**src/rtl/keypad_pkg.sv**
```systemverilog
// keypad_pkg: shared definitions for the keypad entry controller.
//   - command key codes (clear, backspace, enter)
//   - controller state encoding
//   - default number of entry digits
//   - helper classifying a key code as a data key
package keypad_pkg;

    localparam int NUM_DIGITS = 6;

    localparam logic [3:0] KEY_CLEAR = 4'hD;
    localparam logic [3:0] KEY_BACK  = 4'hE;
    localparam logic [3:0] KEY_ENTER = 4'hF;

    typedef enum logic [1:0] {
        IDLE   = 2'd0,
        ENTRY  = 2'd1,
        COMMIT = 2'd2
    } state_t;

    // Codes 0..C are digits; D..F are commands.
    function automatic logic is_data_key(input logic [3:0] k);
        return (k <= 4'hC);
    endfunction

endpackage

```
**src/rtl/digit_shift_buf.sv**
```systemverilog
// digit_shift_buf: right-aligned digit buffer with per-digit blank flags.
// Ports:
//   clk, rst      clock, asynchronous active-high reset
//   clr           empty the buffer (all zero, all blank, count 0)
//   shl, din      shift left and insert din as digit0 (newest)
//   shr           drop digit0, shift the rest right, blank the top digit
//   digits        packed digits, digit i = [4i+3:4i]
//   blank         1 = digit i blank
//   count         number of valid digits
// Priority is clr > shl > shr. The caller guarantees shl is never issued
// when full and shr never when empty.
module digit_shift_buf #(
    parameter int NUM_DIGITS = keypad_pkg::NUM_DIGITS,
    parameter int CW         = $clog2(NUM_DIGITS + 1)
) (
    input  logic                    clk,
    input  logic                    rst,
    input  logic                    clr,
    input  logic                    shl,
    input  logic                    shr,
    input  logic [3:0]              din,
    output logic [4*NUM_DIGITS-1:0] digits,
    output logic [NUM_DIGITS-1:0]   blank,
    output logic [CW-1:0]           count
);

    localparam int DW = 4 * NUM_DIGITS;

    logic [DW-1:0]         digits_r;
    logic [NUM_DIGITS-1:0] blank_r;
    logic [CW-1:0]         count_r;

    // Buffer contents: clear, insert-left or delete-right.
    always_ff @(posedge clk or posedge rst) begin
        if (rst) begin
            digits_r <= '0;
            blank_r  <= '1;
            count_r  <= '0;
        end else if (clr) begin
            digits_r <= '0;
            blank_r  <= '1;
            count_r  <= '0;
        end else if (shl) begin
            digits_r <= {digits_r[DW-5:0], din};
            blank_r  <= {blank_r[NUM_DIGITS-2:0], 1'b0};
            count_r  <= count_r + CW'(1);
        end else if (shr) begin
            digits_r <= {4'h0, digits_r[DW-1:4]};
            blank_r  <= {1'b1, blank_r[NUM_DIGITS-1:1]};
            count_r  <= count_r - CW'(1);
        end else begin
            digits_r <= digits_r;
            blank_r  <= blank_r;
            count_r  <= count_r;
        end
    end

    assign digits = digits_r;
    assign blank  = blank_r;
    assign count  = count_r;

endmodule

```
**src/rtl/keypad_entry_ctrl.sv**
```systemverilog
// keypad_entry_ctrl: keypad numeric entry sequencer.
// Ports:
//   CLOCK_50, Reset    clock, asynchronous active-high reset
//   keyCode, keyValid  debounced key code and key-held level
//   digits, digitBlank display digits (digit0 newest) and blank flags
//   entryCount         digits currently entered
//   value, valueValid  committed value, held until valueReady is sampled
//   valueReady         consumer accepts value
//   overflow           1-cycle pulse when a data key hits a full buffer
module keypad_entry_ctrl #(
    parameter int NUM_DIGITS     = keypad_pkg::NUM_DIGITS,
    parameter int TIMEOUT_CYCLES = 250000000,
    parameter int CNT_W          = 28
) (
    input  logic                              CLOCK_50,
    input  logic                              Reset,
    input  logic [3:0]                        keyCode,
    input  logic                              keyValid,
    output logic [4*NUM_DIGITS-1:0]           digits,
    output logic [NUM_DIGITS-1:0]             digitBlank,
    output logic [$clog2(NUM_DIGITS+1)-1:0]   entryCount,
    output logic [4*NUM_DIGITS-1:0]           value,
    output logic                              valueValid,
    input  logic                              valueReady,
    output logic                              overflow
);

    import keypad_pkg::*;

    localparam int DW = 4 * NUM_DIGITS;
    localparam int CW = $clog2(NUM_DIGITS + 1);

    state_t               state_r;
    logic                 last_valid_r;
    logic [CNT_W-1:0]     tmo_cnt_r;
    logic [DW-1:0]        value_r;
    logic                 value_valid_r;
    logic                 overflow_r;

    logic                 press_s;
    logic                 is_data_s;
    logic                 full_s;
    logic                 tmo_hit_s;
    logic                 shl_s;
    logic                 shr_s;
    logic                 clr_s;
    logic [DW-1:0]        buf_digits_s;
    logic [NUM_DIGITS-1:0] buf_blank_s;
    logic [CW-1:0]        buf_count_s;

    // Blank positions contribute zero to a committed value.
    function automatic logic [DW-1:0] mask_blank(input logic [DW-1:0] d,
                                                 input logic [NUM_DIGITS-1:0] b);
        logic [DW-1:0] m;
        m = d;
        for (int i = 0; i < NUM_DIGITS; i++) begin
            if (b[i]) begin
                m[4*i +: 4] = 4'h0;
            end else begin
                m[4*i +: 4] = d[4*i +: 4];
            end
        end
        return m;
    endfunction

    assign press_s   = keyValid & ~last_valid_r;
    assign is_data_s = is_data_key(keyCode);
    assign full_s    = (buf_count_s == CW'(NUM_DIGITS));
    // Comparing against TIMEOUT_CYCLES-2 clears on the edge the count would reach TIMEOUT_CYCLES-1.
    assign tmo_hit_s = (state_r == ENTRY) && !press_s &&
                       (tmo_cnt_r == CNT_W'(TIMEOUT_CYCLES - 2));

    // Buffer control decode from state and the current press.
    always_comb begin
        shl_s = 1'b0;
        shr_s = 1'b0;
        clr_s = 1'b0;
        case (state_r)
            IDLE: begin
                if (press_s && is_data_s) begin
                    shl_s = 1'b1;
                end else begin
                    shl_s = 1'b0;
                end
            end
            ENTRY: begin
                if (press_s) begin
                    if (is_data_s) begin
                        shl_s = !full_s;
                    end else if (keyCode == KEY_BACK) begin
                        shr_s = 1'b1;
                    end else begin
                        clr_s = 1'b1;   // clear or enter both empty the buffer
                    end
                end else begin
                    clr_s = tmo_hit_s;
                end
            end
            COMMIT: begin
                clr_s = 1'b0;
            end
            default: begin
                clr_s = 1'b1;
            end
        endcase
    end

    // Controller state, press edge detect, timeout and commit handshake.
    always_ff @(posedge CLOCK_50 or posedge Reset) begin
        if (Reset) begin
            state_r       <= IDLE;
            last_valid_r  <= 1'b0;
            tmo_cnt_r     <= '0;
            value_r       <= '0;
            value_valid_r <= 1'b0;
            overflow_r    <= 1'b0;
        end else begin
            last_valid_r <= keyValid;
            overflow_r   <= 1'b0;
            case (state_r)
                IDLE: begin
                    tmo_cnt_r <= '0;
                    if (press_s && is_data_s) begin
                        state_r <= ENTRY;
                    end else begin
                        state_r <= IDLE;
                    end
                end
                ENTRY: begin
                    if (press_s) begin
                        tmo_cnt_r <= '0;
                        if (is_data_s) begin
                            overflow_r <= full_s;
                        end else if (keyCode == KEY_CLEAR) begin
                            state_r <= IDLE;
                        end else if (keyCode == KEY_BACK) begin
                            if (buf_count_s == CW'(1)) begin
                                state_r <= IDLE;
                            end else begin
                                state_r <= ENTRY;
                            end
                        end else begin
                            value_r       <= mask_blank(buf_digits_s, buf_blank_s);
                            value_valid_r <= 1'b1;
                            state_r       <= COMMIT;
                        end
                    end else if (tmo_hit_s) begin
                        tmo_cnt_r <= '0;
                        state_r   <= IDLE;
                    end else begin
                        tmo_cnt_r <= tmo_cnt_r + CNT_W'(1);
                    end
                end
                COMMIT: begin
                    tmo_cnt_r <= '0;
                    // Presses here are dropped, including one coinciding with ready.
                    if (valueReady) begin
                        value_valid_r <= 1'b0;
                        state_r       <= IDLE;
                    end else begin
                        state_r <= COMMIT;
                    end
                end
                default: begin
                    tmo_cnt_r     <= '0;
                    value_valid_r <= 1'b0;
                    state_r       <= IDLE;
                end
            endcase
        end
    end

    digit_shift_buf #(
        .NUM_DIGITS (NUM_DIGITS),
        .CW         (CW)
    ) u_buf (
        .clk    (CLOCK_50),
        .rst    (Reset),
        .clr    (clr_s),
        .shl    (shl_s),
        .shr    (shr_s),
        .din    (keyCode),
        .digits (buf_digits_s),
        .blank  (buf_blank_s),
        .count  (buf_count_s)
    );

    assign digits     = buf_digits_s;
    assign digitBlank = buf_blank_s;
    assign entryCount = buf_count_s;
    assign value      = value_r;
    assign valueValid = value_valid_r;
    assign overflow   = overflow_r;

endmodule

```
**config.mk**
```make
export PLATFORM = sky130hd
export DESIGN_NAME = keypad_entry_ctrl
export DESIGN_NICKNAME = d
export VERILOG_FILES = /design/src/rtl/keypad_pkg.sv /design/src/rtl/digit_shift_buf.sv /design/src/rtl/keypad_entry_ctrl.sv
export SDC_FILE = /design/constraint.sdc
export NUM_CORES = 1
export LEC_CHECK = 0
export ABC_CLOCK_PERIOD_IN_PS = 3200
export BUFFER_PORTS_ARGS = -buffer_cell sky130_fd_sc_hd__buf_2
export CAP_MARGIN = 10
export CORE_MARGIN = 2
export CORE_UTILIZATION = 55
export DETAILED_ROUTE_END_ITERATION = 10
export PLACE_DENSITY = 0.78
export SLEW_MARGIN = 20
export SYNTH_ARGS = -nofsm -noshare
export SYNTH_HDL_FRONTEND = slang
export SYNTH_SLANG_ARGS = --single-unit
```
**constraint.sdc**
```tcl
create_clock -name CLOCK_50 -period 3.2 [get_ports CLOCK_50]
set_clock_uncertainty 0.05 [all_clocks]
set_input_delay 0.32 -clock CLOCK_50 [delete_from_list [all_inputs] [get_ports CLOCK_50]]
set_output_delay 0.32 -clock CLOCK_50 [all_outputs]
set_load 0.01 [all_outputs]
```
==> results of run 1 <==
## placed cells by master, fill, tap and decap left out, types with 11 or more instances in the layout
cell / count
dfrtp_1: 84
nand2_1: 83
buf_2: 66
nor2_1: 60
nand2b_1: 24
xor2_1: 20
o21ai_0: 19
a311oi_1: 19
nand3_1: 15
o21ai_1: 11
## Yosys cell counts, types with 3 or more instances
cell and count:
xor2_1 20, and4_1 3, dfrtp_1 84, and3_1 6, dfstp_2 6, nand3_1 15
o21ai_1 11, nand4_1 9, xnor2_1 7, a311oi_1 19, buf_2 6, nor3_1 3
clkbuf_1 13, ha_1 6, inv_1 6, o21ai_0 19, nand2b_1 24, o31a_1 4
o22a_1 3, nor2_1 60, nand2_1 83
## logic make-up after synthesis
group,Yosys count,synth area share
buffers and inverters,29,0.0324
AO/OA/AOI/OAI,71,0.117
adder cells (fa/ha/maj),6,0.0175
XOR/XNOR,27,0.0552
flip-flops,90,0.528
AND/OR/NAND/NOR,220,0.250
## area by class of cell
| type | instances | area (µm²) |
|---|---|---|
| clock buffer | 10 | 128 |
| clock inverter | 5 | 80.1 |
| fill | 630 | 2740 |
| inverter | 6 | 23.8 |
| multi-input combinational | 324 | 1890 |
| sequential | 90 | 2260 |
| tap | 102 | 128 |
| timing repair buffer | 73 | 395 |
## power groups by stage
stage	Combinational [mW]	Clock (mW)	Sequential [mW]
after global placement	0.736	0	1.65
after global routing	0.848	0.887	1.68
after CTS	0.764	0.843	1.64
after detailed placement	0.760	0	1.66
final	0.755	0.833	1.65
after floorplan	0.369	0	1.68
## per-stage QoR
stage	hold slack (ps)	util	cell area (µm²)	power, mW
4_1_cts	35.7	0.641	4900	3.25
2_1_floorplan	301	-	4280	2.05
3_3_place_gp	406	0.614	4700	2.39
3_5_place_dp	416	0.614	4700	2.42
5_1_grt	48.1	0.641	4900	3.41
6_report	10.5	0.641	4900	3.23
## path summary, 6_finish.rpt
kind | start | end | cells after the start
worst min register to register | value[14] | value[14] | 2
worst max-delay path | state_r[1] | u_buf.blank[1] | 6
worst min-delay path | Reset | value[1] | 2
max in group asynchronous | Reset | u_buf.blank[2] | 3
worst max register to register | state_r[1] | u_buf.blank[1] | 6
min in group CLOCK_50 | keyValid | last_valid_r | 1
## state kept, by name, summed over array words and instances (netlist names)
name          cells
last_valid_r      1
overflow          1
state_r           2
tmo_cnt_r        28
u_buf.blank       6
u_buf.count       3
u_buf.digits     24
value            24
valueValid        1
## critical path, delay by kind of cell, from the launching register on
family	cells	cell delay, ps
AND/OR/NAND/NOR	3	740
AO/OA/AOI/OAI	2	540
flip-flops	1	450
buffers and inverters	1	370
## layer usage
layer / track usage / part of all wire / vias to the layer above
met5: 0 / 0 / -
met4: 0.0808 / 0.014 / 0
li1: - / - / 1650
met1: 0.324 / 0.46 / 1695
met3: 0.0542 / 0.049 / 15
met2: 0.377 / 0.48 / 107
==> summary.txt, run 1 <==
Clocking
  – Htree depth: 3
  – Num CTS Buffers: 9
  – CTS tree: done
  – Clk_lat worst skew: 360 ps
  – Clk buf depth: 2
  – Post-CTS Setup Bufs: 0
  – Post-CTS sizing: 0
  – Clk root buf: clkbuf_8
  – CTS Hold Bufs: 0
  – Reg clk slew, reported paths: 90 ps
  – Clock Sinks: 90

Critical path
  – Crit-path max FO: 18
  – CP cell instances: nor3b_1, o211ai_1, buf_4, nor2_1, a31oi_1, or2_1
  – Startpoint types: flop
  – Slowest CP cell: o211ai_1
  – WP data required: 3440 ps
  – CP endpoint kind: flop
  – Slowest stage delay, CP: 500 ps
  – R2R setup slack: 970 ps
  – CP arrival: 2470 ps
  – WS Path Type: reg2reg

STA
  – Unrepaired setup endpoints after global routing: no
  – Final worst slack: 971 ps
  – Final setup vio count: 0
  – Final period util: 0.697
  – Sum of negative setup slack: 0 ps
  – Final hold violations: 0
  – Slew Limit Fails: 0
  – Max Clock Freq: 449 MHz
  – Minimum clock period: 2230 ps
  – Worst-Margin Slew: 991 ps
  – Max-slew headroom: 0.337

Synth
  – Top_reg_cell synth: dfrtp_1
  – Post-synthesis cell type count: 51
  – EDFF count, synth: 0
  – Largest area contributor in the netlist: dfrtp_1
  – Syn Nets: 457
  – FF+latch count, synth: 90
  – Post-synthesis cell count: 443
  – Syn. warnings: 0
  – Mapped cell area: 0.00428 mm²
  – Syn avg cell area: 9.66 µm²
  – Yosys top cell area share: 0.491
  – Async S/R FF share, synth: 1.00
  – Top cells by area, synth: dfrtp_1 49%, nand2_1 7.3%, nor2_1 5.3%, xor2_1 4.1%, a311oi_1 3.9%
  – Seq/Total Area, Yosys: 0.528

Placed design
  – Hpwl dp: 6500 µm
  – PortBufs: 66
  – Pre-CTS worst setup slack: 981 ps
  – Gp weighted congestion: 0.798
  – Cell total after placement: 595

Pwr
  – PD cells: 660 mW/mm²
  – Net switching power: 1.09 mW
  – Internal power: 2.15 mW
  – Share of total power in the clock network: 0.258
  – VDD IR max: 261 µV
  – Fraction of power spent switching nets: 0.337
  – Sequential Power Share: 0.509
  – Power share of the combinational group: 0.233
  – Leakage power total: 2.25 nW

Global routing
  – Via count of the first global-routing pass: 3,285
  – All-Layer GR Usage: 0.237
  – Grt total ovfl: 0
  – Initial antenna violation count: 0
  – First-pass GRT wire length: 16,000 µm
  – Pin count of the biggest net entering global routing: 49

Detailed routing
  – Final antenna-violating net count: 0
  – Initial DRC Count: 262
  – Final wirelength: 9520 µm
  – DRT Pass-1 Iters: 5
  – Wirelength per Cell: 15.6 µm
  – Vias: 3,467
  – Drc violations: 0
  – Via/cell ratio: 5.68

Final layout
  – Nets: 518
  – Share of post-route cells with drive strength above 1: 0.199
  – Layout Cells excl Fill: 610
  – Diode count: 0
  – P&R area growth vs syn: 14.6%

Run status
  – Status: finished, final reports clean

Flow run
  – Max cap viols: 0

Floorplanning
  – I/O pins: 67
  – Die width: 92.2 µm
  – Initial Util: 0.560
  – Row cnt: 32
  – Die ar.: 0.00850 mm²
  – Core area: 0.00765 mm²
  – Die height: 92.2 µm

Worst hold path
  – Worst min path class: in2async
No activity file was read; power rests on OpenSTA's default activity.
==> run 2, diff against run 1 <==
Settings changed: ABC_AREA set to 1, ABC_CLOCK_PERIOD_IN_PS 3200 to 2200, PLACE_DENSITY 0.78 to 0.77.
Clock period 3.2 ns to 2.2 ns, I/O delays scaled along.
==> run 2 against run 1 <==
Global-route usage rose by 2.4 points. Critical path type is now in2reg. Via count rose by 27%. Synthesized cell count rose by 40%. Routed wire length rose by 26%. Critical endpoint is now u_buf.digits[4]. Combinational power rose by 140%. Largest power group unchanged. Cell count rose by 30%. Clock power rose by 43%. Hold slack improved by 150 ps. Critical path depth rose by 3.
==> summary.txt, run 2 <==
Synth
  – Multiplexer share of the synthesized area: 0
  – Post-Synth Adder-Cell Area: 0.0158
  – Most common cell in the netlist: nand2_1
  – Mapped cell area: 0.00476 mm²
  – Post-synthesis cell type count: 32
  – Yosys top cell area share: 0.442
  – Post-Synth XOR/XNOR Area: 0.0129
  – FF+latch count, synth: 90
  – Post-Synth Simple-Gate Area: 0.361
  – Top_reg_cell synth: dfrtp_1
  – Synth Area in Compound Gates: 0.0600
  – Async S/R FF share, synth: 1.00
  – Syn avg cell area: 7.68 µm²
  – Top cells by area, synth: dfrtp_1 44%, nand2_1 14%, nand4_1 6.7%, nor2_1 6.0%, inv_1 4.3%
  – EDFF count, synth: 0
  – Post-synthesis cell count: 619
  – Syn. warnings: 0
  – Syn Nets: 633
  – Largest area contributor in the netlist: dfrtp_1
  – Largest family of logic cells by synthesized area: simple AND/OR/NAND/NOR gates
  – Seq/Total Area, Yosys: 0.475
  – Most frequent cells after synthesis: 180 x nand2_1, 84 x dfrtp_1, 76 x nor2_1

Critical path
  – Slowest CP cell: dlygate4sd3_1
  – WP data required: 2400 ps
  – CP cell instances: dlygate4sd3_1, buf_2, nand2_1, inv_1, nand3_4, buf_4, nand3b_4, nand4_1, nand2_1
  – CP endpoint kind: flop
  – WS Path Type: in2reg
  – CP arrival: 2140 ps
  – Startpoint types: input pin
  – Crit-path max FO: 24
  – Most used cell along the critical path: nand2_1
  – Slowest stage delay, CP: 530 ps

Detailed routing
  – Initial DRC Count: 294
  – Wirelength per Cell: 15.1 µm
  – Final wirelength: 12,000 µm
  – DRT Pass-1 Iters: 4
  – Final antenna-violating net count: 0
  – Vias: 4,386
  – Drc violations: 0
  – Via/cell ratio: 5.54

Pwr
  – VDD IR max: 585 µV
  – PD cells: 1020 mW/mm²
  – Leakage power total: 2.71 nW
  – Total power: 5.53 mW

Placed design
  – Gp weighted congestion: 0.911
  – Hpwl dp: 8380 µm
  – Cell total after placement: 773
  – PortBufs: 66

Clocking
  – Reg clk slew, reported paths: 90 ps
  – Num CTS Buffers: 9
  – Clk root buf: clkbuf_8
  – Clk buf depth: 2
  – Htree depth: 3
  – CTS tree: done
  – Clock Sinks: 90
  – Post-CTS sizing: 0
  – Clk_lat worst skew: 370 ps
  – Post-CTS Setup Bufs: 0

STA
  – Minimum clock period: 1940 ps
  – Max Clock Freq: 516 MHz
  – Unrepaired setup endpoints after global routing: no
  – Max-slew headroom: 0.578
  – Sum of negative setup slack: 0 ps
  – Final setup vio count: 0
  – Final period util: 0.881
  – Slew Limit Fails: 0
  – Final hold violations: 0
  – Worst-Margin Slew: 628 ps
  – Hold_ws: 162 ps

Final layout
  – Filler cell count: 707
  – Final Util: 0.651
  – Max reg flops: 28
  – Nets: 695
  – Diode count: 0
  – P&R area growth vs syn: 13.6%
  – Commonest non-fill, non-tap cells in the layout: 180 x nand2_1, 84 x dfrtp_1, 76 x nor2_1
  – Most flop-heavy register: tmo_cnt_r
  – Layout Cells excl Fill: 791
  – Most common cell after layout, fill and taps aside: nand2_1
  – Multi-input combinational cell area: 0.00214 mm²
  – FF/Latch Area: 0.00226 mm²
  – Share of post-route cells with drive strength above 1: 0.169

Floorplanning
  – Die height: 97.0 µm
  – Die width: 97.0 µm
  – Die ar.: 0.00941 mm²
  – Row cnt: 33
  – Core area: 0.00830 mm²
  – Initial Util: 0.573
  – I/O pins: 67

Flow run
  – Max cap viols: 0

Global routing
  – All-Layer GR Usage: 0.262
  – Grt total ovfl: 0
  – Via count of the first global-routing pass: 4,085
  – Pin count of the biggest net entering global routing: 91
  – Initial antenna violation count: 0
  – First-pass GRT wire length: 20,100 µm

Run status
  – Status: finished, final reports clean

Worst hold path
  – Worst min path class: in2reg
==> run 2: cell types whose count changed in the layout (fill, tap and decap cells not counted), moves of 4 or more <==
cell,change
nand4_1,+42
and3_1,-5
a21oi_1,+12
nand2_1,+97
xnor2_1,-5
inv_1,+48
nor3_1,+14
nand2b_1,-24
a311oi_1,-19
nor2_1,+16
buf_4,+4
nand3_1,+23
o31a_1,-4
xor2_1,-15
==> run 2: area by class of cell <==
class	count	share of cell area
Sequential cell	90	0.418
Multi-Input combinational cell	445	0.397
Timing Repair Buffer	79	0.0824
Inverter	56	0.0396
Tap cell	105	0.0243
Clock buffer	9	0.0229
Clock inverter	7	0.0155
==> run 2: repair_timing <==
action / in CTS / in global routing
hold buffers: 2 / 0
setup endpoints to repair: 0 / 0
endpoints found under the hold margin: 85 / 0
==> run 2: power breakdown <==
| group | total, mW | internal, mW | switching (mW) |
|---|---|---|---|
| clock network | 1.19 | 0.547 | 0.647 |
| logic | 1.82 | 0.674 | 1.15 |
| registers | 2.51 | 2.02 | 0.491 |
| total | 5.53 | 3.24 | 2.29 |
==> run 2: layer usage <==
metal,global-route usage,up-vias,wire length [µm]
met5,0,-,0
met4,0.0986,0,256
met3,0.0368,23,744
met2,0.383,167,5240
met1,0.396,2047,5710
li1,-,2149,-
==> run 2: worst max-delay path: cells and delay by family <==
family / cells / cell delay, ps
and+or+nand+nor: 5 / 910
buffers and inverters: 4 / 1010
==> run 2: stage by stage <==
stage | cell area (µm²) | setup slack, ps
floorplan | 4760 | 525
global placement | 5170 | 387
detailed placement | 5170 | 309
CTS | 5400 | 293
global route | 5400 | 75.8
finish | 5400 | 261
==> run 2: final timing paths <==
path	end	slack (ps)	depth (start not counted)	startpoint
setup / recovery	u_buf.digits[4]	260	9	keyValid
hold / removal	u_buf.digits[2]	160	5	keyCode[2]
setup reg to reg	u_buf.blank[3]	280	10	u_buf.count[0]
hold reg to reg	value[19]	440	2	value[19]
max in group asynchronous	u_buf.blank[1]	1230	4	Reset
min in group asynchronous	value[12]	450	4	Reset
==> run 2: cell families after synthesis <==
kind of cell | after synthesis
buffers and inverters | 84
AO/OA/AOI/OAI | 54
AND/OR/NAND/NOR | 378
flip-flops | 90
XOR/XNOR | 7
adder cells (fa/ha/maj) | 6
